`src/rtl/booth_r8_mul_pipe_pkg.sv`:
```
`default_nettype none
// +----------------------------------------------------------------------+
// | booth_pkg : shared constants for the radix-8 Booth multiplier        |
// | Rev 1.0                                                              |
// +----------------------------------------------------------------------+
package booth_pkg;

   typedef logic [4:0] sel_t;

   localparam sel_t SEL_0  = 5'b00001;
   localparam sel_t SEL_1A = 5'b00010;
   localparam sel_t SEL_2A = 5'b00100;
   localparam sel_t SEL_3A = 5'b01000;
   localparam sel_t SEL_4A = 5'b10000;

   localparam int PIPE_LAT = 7;

   function automatic int ndig(input int width);
      return (width + 3) / 3;
   endfunction

endpackage
`default_nettype wire

```
`src/rtl/booth_r8_mul_pipe_if.sv`:
```
`default_nettype none
// +----------------------------------------------------------------------+
// | booth_r8_mul_pipe_if : operand/result stream bundle                  |
// | Rev 1.0                                                              |
// +----------------------------------------------------------------------+
interface booth_r8_mul_pipe_if #(
   parameter int WIDTH = 8,
   parameter int TAG_W = 4
) ();
   logic                 in_valid;
   logic                 in_ready;
   logic [WIDTH-1:0]     a;
   logic [WIDTH-1:0]     b;
   logic [1:0]           sm;
   logic [TAG_W-1:0]     tag;
   logic                 out_valid;
   logic                 out_ready;
   logic [2*WIDTH-1:0]   p;
   logic [TAG_W-1:0]     out_tag;

   modport slave (
      input  in_valid, a, b, sm, tag, out_ready,
      output in_ready, out_valid, p, out_tag
   );

   modport master (
      output in_valid, a, b, sm, tag, out_ready,
      input  in_ready, out_valid, p, out_tag
   );
endinterface
`default_nettype wire

```
`src/rtl/booth_r8_mul_pipe_ppgen.sv`:
```
`default_nettype none
// +----------------------------------------------------------------------+
// | booth_r8_ppgen : one radix-8 digit -> shifted partial product        |
// | Rev 1.0                                                              |
// +----------------------------------------------------------------------+
module booth_r8_ppgen
   import booth_pkg::*;
#(
   parameter int WIDTH = 8,
   parameter int IDX   = 0
) (
   input  logic [3:0]         i_win,
   input  logic [WIDTH+2:0]   i_m1,
   input  logic [WIDTH+2:0]   i_m2,
   input  logic [WIDTH+2:0]   i_m3,
   input  logic [WIDTH+2:0]   i_m4,
   output logic [2*WIDTH-1:0] o_pp,
   output logic               o_neg
);
   localparam int MW = WIDTH + 3;
   localparam int PW = 2 * WIDTH;

   logic [2:0]    w_idx;
   sel_t          w_sel;
   logic [MW-1:0] w_mag;
   logic [PW-1:0] w_ext;

   always_comb begin
      w_sel = SEL_0;
      w_idx = i_win[2:0] ^ {3{i_win[3]}};
      case (w_idx)
         3'b111:         w_sel = SEL_4A;
         3'b110, 3'b101: w_sel = SEL_3A;
         3'b100, 3'b011: w_sel = SEL_2A;
         3'b010, 3'b001: w_sel = SEL_1A;
         default:        w_sel = SEL_0;
      endcase
      w_mag = ({MW{w_sel == SEL_1A}} & i_m1) | ({MW{w_sel == SEL_2A}} & i_m2) |
              ({MW{w_sel == SEL_3A}} & i_m3) | ({MW{w_sel == SEL_4A}} & i_m4);
      w_ext = {{(PW-MW){w_mag[MW-1]}}, w_mag};
   end

   // Ones' complement here; the +1 rides in the correction row.
   assign o_pp  = (w_ext ^ {PW{i_win[3]}}) << (3 * IDX);
   assign o_neg = i_win[3];

endmodule
`default_nettype wire

```
`src/rtl/booth_r8_mul_pipe.sv`:
```
`default_nettype none
// +----------------------------------------------------------------------+
// | booth_r8_mul_pipe : stallable radix-8 Booth multiplier with tag      |
// | Rev 1.0                                                              |
// +----------------------------------------------------------------------+
module booth_r8_mul_pipe
   import booth_pkg::*;
#(
   parameter int WIDTH = 8,
   parameter int TAG_W = 4
) (
   input  logic               clk,
   input  logic               rst_n,
   booth_r8_mul_pipe_if.slave bus
);
   localparam int NDIG = ndig(WIDTH);
   localparam int AW   = WIDTH + 3;
   localparam int BW   = 3 * NDIG + 1;
   localparam int PW   = 2 * WIDTH;
   localparam int NSTG = 8;

   logic                w_en;
   logic [NSTG-1:0]     r_vld;
   logic [TAG_W-1:0]    r_tag [NSTG-1];

   logic [WIDTH-1:0]    r0_a, r0_b;
   logic [1:0]          r0_sm;
   logic [AW-1:0]       r1_a;
   logic [BW-1:0]       r1_b;
   logic [AW-1:0]       r2_m1, r2_m2, r2_m3, r2_m4;
   logic [BW-1:0]       r2_b;
   logic [PW-1:0]       r3_pp [NDIG];
   logic [NDIG-1:0]     r3_neg;
   logic [PW-1:0]       r4_s, r4_c;
   logic [WIDTH-1:0]    r5_lo, r5_shi, r5_chi;
   logic                r5_co;
   logic [PW-1:0]       r6_p;
   logic [PW-1:0]       r_p;
   logic [TAG_W-1:0]    r_out_tag;

   logic [AW-1:0]       w_a_ext;
   logic [BW-1:0]       w_b_ext;
   logic [PW-1:0]       w_pp  [NDIG];
   logic [NDIG-1:0]     w_neg;
   logic [PW-1:0]       w_row [NDIG+1];
   logic [PW-1:0]       w_s   [NDIG-1];
   logic [PW-1:0]       w_c   [NDIG-1];
   logic [WIDTH:0]      w_lo_sum;
   logic [WIDTH-1:0]    w_hi_sum;

   // One global enable: a stalled output freezes every stage.
   assign w_en          = ~(r_vld[NSTG-1] & ~bus.out_ready);
   assign bus.in_ready  = w_en;
   assign bus.out_valid = r_vld[NSTG-1];
   assign bus.p         = r_p;
   assign bus.out_tag   = r_out_tag;

   assign w_a_ext  = {{3{r0_sm[1] & r0_a[WIDTH-1]}}, r0_a};
   assign w_b_ext  = {{(BW-WIDTH-1){r0_sm[0] & r0_b[WIDTH-1]}}, r0_b, 1'b0};
   assign w_lo_sum = {1'b0, r4_s[WIDTH-1:0]} + {1'b0, r4_c[WIDTH-1:0]};
   assign w_hi_sum = r5_shi + r5_chi + {{(WIDTH-1){1'b0}}, r5_co};

   always_ff @(posedge clk or negedge rst_n) begin
      if (!rst_n) begin
         r_vld     <= '0;
         r_p       <= '0;
         r_out_tag <= '0;
      end else if (w_en) begin
         r_vld     <= {r_vld[NSTG-2:0], bus.in_valid};
         r_p       <= r6_p;
         r_out_tag <= r_tag[NSTG-2];
      end
   end

   // Raw beat lands in a flop first so extension logic never sees producer timing.
   always_ff @(posedge clk) begin
      if (w_en) begin
         r0_a     <= bus.a;
         r0_b     <= bus.b;
         r0_sm    <= bus.sm;
         r_tag[0] <= bus.tag;
         for (int k = 1; k < NSTG - 1; k++) r_tag[k] <= r_tag[k-1];
         r1_a     <= w_a_ext;
         r1_b     <= w_b_ext;
         r2_m1    <= r1_a;
         r2_m2    <= r1_a << 1;
         r2_m3    <= r1_a + (r1_a << 1);
         r2_m4    <= r1_a << 2;
         r2_b     <= r1_b;
         for (int i = 0; i < NDIG; i++) r3_pp[i] <= w_pp[i];
         r3_neg   <= w_neg;
         r4_s     <= w_s[NDIG-2];
         r4_c     <= w_c[NDIG-2];
         r5_lo    <= w_lo_sum[WIDTH-1:0];
         r5_co    <= w_lo_sum[WIDTH];
         r5_shi   <= r4_s[PW-1:WIDTH];
         r5_chi   <= r4_c[PW-1:WIDTH];
         r6_p     <= {w_hi_sum, r5_lo};
      end
   end

   generate
      for (genvar gi = 0; gi < NDIG; gi++) begin : g_pp
         booth_r8_ppgen #(
            .WIDTH (WIDTH),
            .IDX   (gi)
         ) u_ppgen (
            .i_win (r2_b[3*gi +: 4]),
            .i_m1  (r2_m1),
            .i_m2  (r2_m2),
            .i_m3  (r2_m3),
            .i_m4  (r2_m4),
            .o_pp  (w_pp[gi]),
            .o_neg (w_neg[gi])
         );
      end
   endgenerate

   always_comb begin
      for (int i = 0; i <= NDIG; i++) w_row[i] = '0;
      for (int i = 0; i < NDIG; i++) begin
         w_row[i]          = r3_pp[i];
         w_row[NDIG][3*i]  = r3_neg[i];
      end
   end

   generate
      for (genvar k = 0; k < NDIG - 1; k++) begin : g_csa
         logic [PW-1:0] w_x, w_y, w_z;
         if (k == 0) begin : g_head
            assign w_x = w_row[0];
            assign w_y = w_row[1];
         end else begin : g_tail
            assign w_x = w_s[k-1];
            assign w_y = w_c[k-1];
         end
         assign w_z    = w_row[k+2];
         assign w_s[k] = w_x ^ w_y ^ w_z;
         assign w_c[k] = ((w_x & w_y) | (w_x & w_z) | (w_y & w_z)) << 1;
      end
   endgenerate

endmodule
`default_nettype wire

```
`src/flat_wrapper.sv`:
```
// flat-port wrapper written by rule: the top's interface ports become plain ports
module booth_r8_mul_pipe_flat import booth_pkg::*;
#(
   parameter int WIDTH = 8,
   parameter int TAG_W = 4
)
  (clk, rst_n, bus_in_valid, bus_a, bus_b, bus_sm, bus_tag, bus_out_ready, bus_in_ready, bus_out_valid, bus_p, bus_out_tag);
  booth_r8_mul_pipe_if #(.WIDTH(WIDTH), .TAG_W(TAG_W)) bus_i ();
  input  logic clk;
  input  logic rst_n;
  input wire logic [$bits(bus_i.in_valid)-1:0] bus_in_valid;
  input wire logic [$bits(bus_i.a)-1:0] bus_a;
  input wire logic [$bits(bus_i.b)-1:0] bus_b;
  input wire logic [$bits(bus_i.sm)-1:0] bus_sm;
  input wire logic [$bits(bus_i.tag)-1:0] bus_tag;
  input wire logic [$bits(bus_i.out_ready)-1:0] bus_out_ready;
  output wire logic [$bits(bus_i.in_ready)-1:0] bus_in_ready;
  output wire logic [$bits(bus_i.out_valid)-1:0] bus_out_valid;
  output wire logic [$bits(bus_i.p)-1:0] bus_p;
  output wire logic [$bits(bus_i.out_tag)-1:0] bus_out_tag;
  assign bus_i.in_valid = bus_in_valid;
  assign bus_i.a = bus_a;
  assign bus_i.b = bus_b;
  assign bus_i.sm = bus_sm;
  assign bus_i.tag = bus_tag;
  assign bus_i.out_ready = bus_out_ready;
  assign bus_in_ready = bus_i.in_ready;
  assign bus_out_valid = bus_i.out_valid;
  assign bus_p = bus_i.p;
  assign bus_out_tag = bus_i.out_tag;
  booth_r8_mul_pipe #(.WIDTH(WIDTH), .TAG_W(TAG_W)) u_core (.clk(clk), .rst_n(rst_n), .bus(bus_i));
endmodule
```
`config.mk`:
```
export PLATFORM = sky130hd
export DESIGN_NAME = booth_r8_mul_pipe_flat
export DESIGN_NICKNAME = d
export VERILOG_FILES = /design/src/rtl/booth_r8_mul_pipe_pkg.sv /design/src/rtl/booth_r8_mul_pipe_if.sv /design/src/rtl/booth_r8_mul_pipe_ppgen.sv /design/src/rtl/booth_r8_mul_pipe.sv /design/src/flat_wrapper.sv
export SDC_FILE = /design/constraint.sdc
export NUM_CORES = 1
export LEC_CHECK = 0
export CAP_MARGIN = 20
export CORE_MARGIN = 4
export CORE_UTILIZATION = 30
export CTS_BUF_LIST = sky130_fd_sc_hd__clkbuf_16
export DETAILED_ROUTE_END_ITERATION = 16
export PLACE_DENSITY = 0.5
export SYNTH_ARGS = -nofsm -noshare
export SYNTH_HDL_FRONTEND = slang
export SYNTH_SLANG_ARGS = --single-unit
```
`constraint.sdc`:
```
create_clock -name clk -period 14.6 [get_ports clk]
set_input_delay 2.92 -clock clk [delete_from_list [all_inputs] [get_ports clk]]
set_output_delay 2.92 -clock clk [all_outputs]
set_load 0.05 [all_outputs]
```
# Yosys cells after proc, flatten, opt, wreduce, memory -nomap -nowiden
# Memories as Yosys holds them, arrays and structs flattened. A register that Yosys moved wholly into a read port is not among the register bits.
# Cells that the tools add are included.
[classes] addsub=4 eq_ne=33 muxes=4 bitwise=46 reduce_logical=11
[ops] operator="bitwise AND 11 bit" n=8
[ops] operator="OR 11 bit" n=6
[ops] operator="bitwise XOR 16 bit" n=4
[ops] operator="bitwise AND 15 bit" n=4
[ops] operator="OR 15 bit" n=4
[ops] operator="one-hot mux 5 bit (4 select lines)" n=3
[ops] operator="bitwise AND 10 bit" n=4
[ops] operator="== test 3 bit, second input constant" n=12
[ops] operator="bitwise AND 15 x 7 -> 15 bit" n=2
[ops] operator="OR 10 bit" n=3
[ops] operator="== test 3 x 2 -> 1 bit, second input constant" n=6
[ops] operator="OR reduction 2 bit" n=9
[ops] operator="bitwise XOR 16 x 7 -> 16 bit" n=1
[ops] operator="== test 5 x 2 -> 1 bit, second input constant" n=3
[ops] operator="== test 5 x 3 -> 1 bit, second input constant" n=3
[ops] operator="== test 5 x 4 -> 1 bit, second input constant" n=3
[ops] operator="== test 5 bit, second input constant" n=3
[ops] operator="bitwise XOR 13 bit" n=1
[ops] operator="adder 9 x 10 -> 11 bit" n=1
[ops] operator="bitwise XOR 10 bit" n=1
[ops] operator="adder 8 x 8 -> 9 bit" n=1
[ops] operator="== test 3 x 1 -> 1 bit, second input constant" n=3
[ops] operator="bitwise XOR 3 bit" n=3
[ops] operator="adder 8 x 1 -> 8 bit" n=1
[ops] operator="5 further kinds" n=9
[word_totals] ff_bits=182 mem_bits_rw=76 input_bits=26 elab_cells=120 mem_count=2
[memory_table] memory="u_core.r3_pp" depth=3 width=16 rd=3 rd_clocked_by_memory_dff=0 write_ports=3 line_no="booth_r8_mul_pipe.sv:32" source="logic [PW-1:0] r3_pp [NDIG];"
[memory_table] memory="u_core.r_tag" depth=7 width=4 rd=7 rd_clocked_by_memory_dff=1 write_ports=7 line_no="booth_r8_mul_pipe.sv:24" source="logic [TAG_W-1:0] r_tag [NSTG-1];"

# Logic depth before layout (Yosys ltp)
[logic_depth] word_depth=10 ltp_mapped=9

# Modules after synthesis
# A second synthesis with hierarchy kept.
[unflattened] cells_unflattened=695 hier_area_um2=10759.1
[modules_own_cells] mod="booth_r8_mul_pipe" n_inst=1 cells_each=434 area_per_inst_um2=8919.8
[modules_own_cells] mod="booth_r8_ppgen at u_core.g_pp[1].u_ppgen" n_inst=1 cells_each=90 area_per_inst_um2=648.1
[modules_own_cells] mod="booth_r8_ppgen at u_core.g_pp[0].u_ppgen" n_inst=1 cells_each=89 area_per_inst_um2=644.4
[modules_own_cells] mod="booth_r8_ppgen at u_core.g_pp[2].u_ppgen" n_inst=1 cells_each=82 area_per_inst_um2=546.8

# Least setup slack after synthesis
# Ideal clock, no wire load.
[synth_timing] path_kind="input port to output port" start="in bus_out_ready" end="out bus_in_ready" arrival_ns=7.515 required_ns=11.680 setup_slack_ns=4.165 path_stages=4 path_buffers=2 path_cell_list="nor2b_1 buf_1 buf_1 inv_1"
[synth_via] elab_chain_cells=3
[synth_lines] item="from (decl)" line_no="flat_wrapper.sv:16" source="input wire logic [$bits(bus_i.out_ready)-1:0] bus_out_ready;"
[synth_lines] item="NOT 1 bit" line_no="booth_r8_mul_pipe.sv:52" source="assign w_en = ~(r_vld[NSTG-1] & ~bus.out_ready);"
[synth_lines] item="bitwise AND 1 bit" line_no="booth_r8_mul_pipe.sv:52"
[synth_lines] item="NOT 1 bit" line_no="booth_r8_mul_pipe.sv:52"
[synth_lines] item="to (decl)" line_no="flat_wrapper.sv:17" source="output wire logic [$bits(bus_i.in_ready)-1:0] bus_in_ready;"
# No other way between the ends.

# Final worst setup path
# Same ends and word-level chain as after synthesis.

==> run metrics <==
Final nets 781; outcome finished, final reports clean; crit path cell chain clkdlybuf4s50_1 -> nor2b_2 -> buf_4 -> inv_8 -> clkdlybuf4s50_1; CTS Buffer Depth 3; Post-CTS Hold Fix Bufs 0; Final setup viols 0; most frequent CP cell clkdlybuf4s50_1; commonest non-fill, non-tap cell in the layout edfxtp_1; WP data arrival 5.16 ns; fin. max-slew vios 0; Req. time, crit path about 12 ns; hold crit path type reg -> reg; Die Ht ~190 um; vias in the first global route between 5k and 6k; DIE AREA 35800 um^2; total negative setup slack 0 ns; antenna-violating nets left 0; initial antenna violation count 0; layout cells sized above 1 0.108; Max-slew headroom 0.364; Synth Area in Simple Gates 0.0571; Rows 66; Root Driver clkbuf_16; Via Count 5346; H-Tree Depth 1; critical path type in -> out; port bufs 47; worst clock skew 0.0105 ns; post-synthesis mux area share 0.0335; Post-synth EDFFs between 150 and 200; post-CTS setup buffer count 0; Ports 48; Final Power 2870 uW; Finished Layout Cells 1163; worst slew pin tran about 0.95 ns; post-synth cell types roughly 60; diode count 0; Max-Cap Viols 0; DP Cell Count approximately 1.1k; Seq cells post-synth 224; Pre-antenna DRT Iters 5; largest net degree at the start of global routing 93; CP max stage delay 0.93 ns; most frequent cells in the layout edfxtp_1, clkdlybuf4s50_1, ha_1; largest family of logic cells by synthesized area compound AO/OA/AOI/OAI gates; Max Clk Rate 0.124 GHz; post-synthesis compound-gate area fraction 0.0976; Fin. Hold Viols 0; synthesized cell area 9850 um^2; crit path launch type primary input; fin crit share 0.553; DRC 0; Total GRT Usage 0.0975; RSZ-0062 raised after global routing false; crit path time final 8.08 ns; clk sink count 224; global-route wire length before repair 29000 um; Top FF cell, synth edfxtp_1; average routed wire per standard cell 15.0 um; GPL Wtd Cong 0.792; sequential fraction of the synthesis area 0.669; CTS tree yes; XOR/XNOR share of the synthesized area 0.0416; GRT overflow 0; Leakage 0.00424 uW; Reg clk slew, reported paths 0.06 ns; post-synthesis adder-cell area fraction 0.0773; Max VDD drop around 0.00013 V; CTS buffer count 26; slowest CP cell clkdlybuf4s50_1; Yosys warning count 0; vias per std cell roughly 4.6; Syn Inst Count 654; Max FO, Critical Path 92; final WL roughly 17000 um; Starting Density 0.303; Avg Cell Area, Syn roughly 15 um^2; clk_lat worst skew 0.51 ns; power density over the cells 247 nW/um^2; Synthesized Nets between 700 and 800; DRT iter0 DRCs 246; Post-CTS Resized 0; hpwl dp 11700 um; FFs w/ async S/R, synth 0.125; CP Buf/Inv Count 4; DIE WIDTH between 150 and 200 um; final core utilization 0.357; Core Box Area 32500 um^2; Synth-to-Final Area Change 17.7%; crit-path leading delay family buffers and inverters; Setup crit end kind output pin
==> state kept, by name, indices dropped and copies added (netlist names), 9 cells and up <==
register	cells
u_core.r_tag	28
u_core.r4_s	16
u_core.r1_a	9
u_core.r1_b	9
u_core.r3_pp	32
u_core.bus.p	16
u_core.r2_m3	11
u_core.r4_c	13
u_core.r6_p	16
u_core.r2_b	9
==> layout make-up <==
cell class / count / area [um^2]
repair buffers: 54 / 523
fillers: 3107 / 20900
clock buffers: 26 / 651
multi-input cells: 372 / 3030
flip-flops and latches: 224 / 6590
inverters: 24 / 97.6
clock inverters: 21 / 151
well taps: 442 / 553
==> routing by layer <==
| metal | wire length, um | GRT usage | part of all wire |
|---|---|---|---|
| met1 | 7500 | 0.120 | 0.43 |
| met4 | 546 | 0.0328 | 0.031 |
| met5 | 0 | 0 | 0 |
| met2 | 8350 | 0.170 | 0.48 |
| met3 | 998 | 0.0223 | 0.057 |
==> per-stage QoR <==
step	instance area (um^2)	setup slack, ns	hold WS (ns)
finish	11600	6.52	0.409
global route	11600	6.40	0.403
CTS	11600	6.48	0.402
detailed placement	10800	6.49	0.405
global placement	10800	6.51	0.401
floorplan	9850	4.17	0.400
==> synth_stat cells (2+ instances only) <==
master / n / area [um^2]
nand2b_1: 7 / 43.8
a221oi_1: 15 / 131
a21oi_1: 28 / 140
xnor2_1: 30 / 263
a21o_1: 3 / 22.5
edfxtp_1: 196 / 5890
a22oi_1: 11 / 82.6
mux2_2: 28 / 315
o21bai_1: 3 / 22.5
inv_1: 24 / 90.1
o211a_1: 2 / 20.0
a222oi_1: 3 / 30.0
buf_2: 9 / 45.0
nor3_1: 11 / 55.1
o21ai_0: 22 / 110
nor4_1: 2 / 12.5
a211oi_1: 8 / 60.1
nand3_1: 10 / 50.1
a22o_1: 15 / 131
clkbuf_1: 18 / 67.6
a311oi_1: 3 / 26.3
o32ai_1: 2 / 17.5
o31ai_1: 2 / 15.0
ha_1: 40 / 500
a311o_1: 2 / 20.0
o2bb2ai_1: 3 / 26.3
and2_1: 5 / 31.3
fa_1: 13 / 260
buf_1: 6 / 22.5
nor3b_1: 3 / 22.5
dfrtp_1: 28 / 701
nor2b_1: 8 / 50.1
nand2_1: 36 / 135
a221o_1: 2 / 20.0
nor2_1: 20 / 75.1
xor2_1: 13 / 114
==> report_power, final <==
part	internal [uW]	leakage (uW)	switching [uW]	total [uW]
Combinational	419	0.00152	572	991
Clock	357	0.000419	234	591
Sequential	1120	0.00231	166	1280
==> worst paths after layout <==
kind	endpoint	cells after the start	slack (ns)	from
setup / recovery	bus_in_ready	5	6.52	bus_out_ready
hold / removal	u_core.r5_chi[0]	0	0.41	u_core.r4_c[8]
setup reg to reg	u_core.r3_pp[0][9]	7	11.55	u_core.r2_b[3]
hold reg to reg	u_core.r5_chi[0]	0	0.41	u_core.r4_c[8]
max in group asynchronous	u_core.bus.p[14]	2	11.55	rst_n
min in group asynchronous	u_core.bus.out_tag[0]	2	2.78	rst_n
==> cells by family (layout without fill, tap and decap cells) <==
| logic type | count (synthesis) | count (layout) |
|---|---|---|
| DFF | 224 | 224 |
| AOI/OAI and AO/OA | 134 | 134 |
| and+or+nand+nor | 111 | 111 |
| muxes | 29 | 29 |
| buffers and inverters | 58 | 125 |
| adders and majority gates | 53 | 53 |
| xor gates and xnor gates | 45 | 45 |
Note: power is estimated with default switching activity, not from simulation.
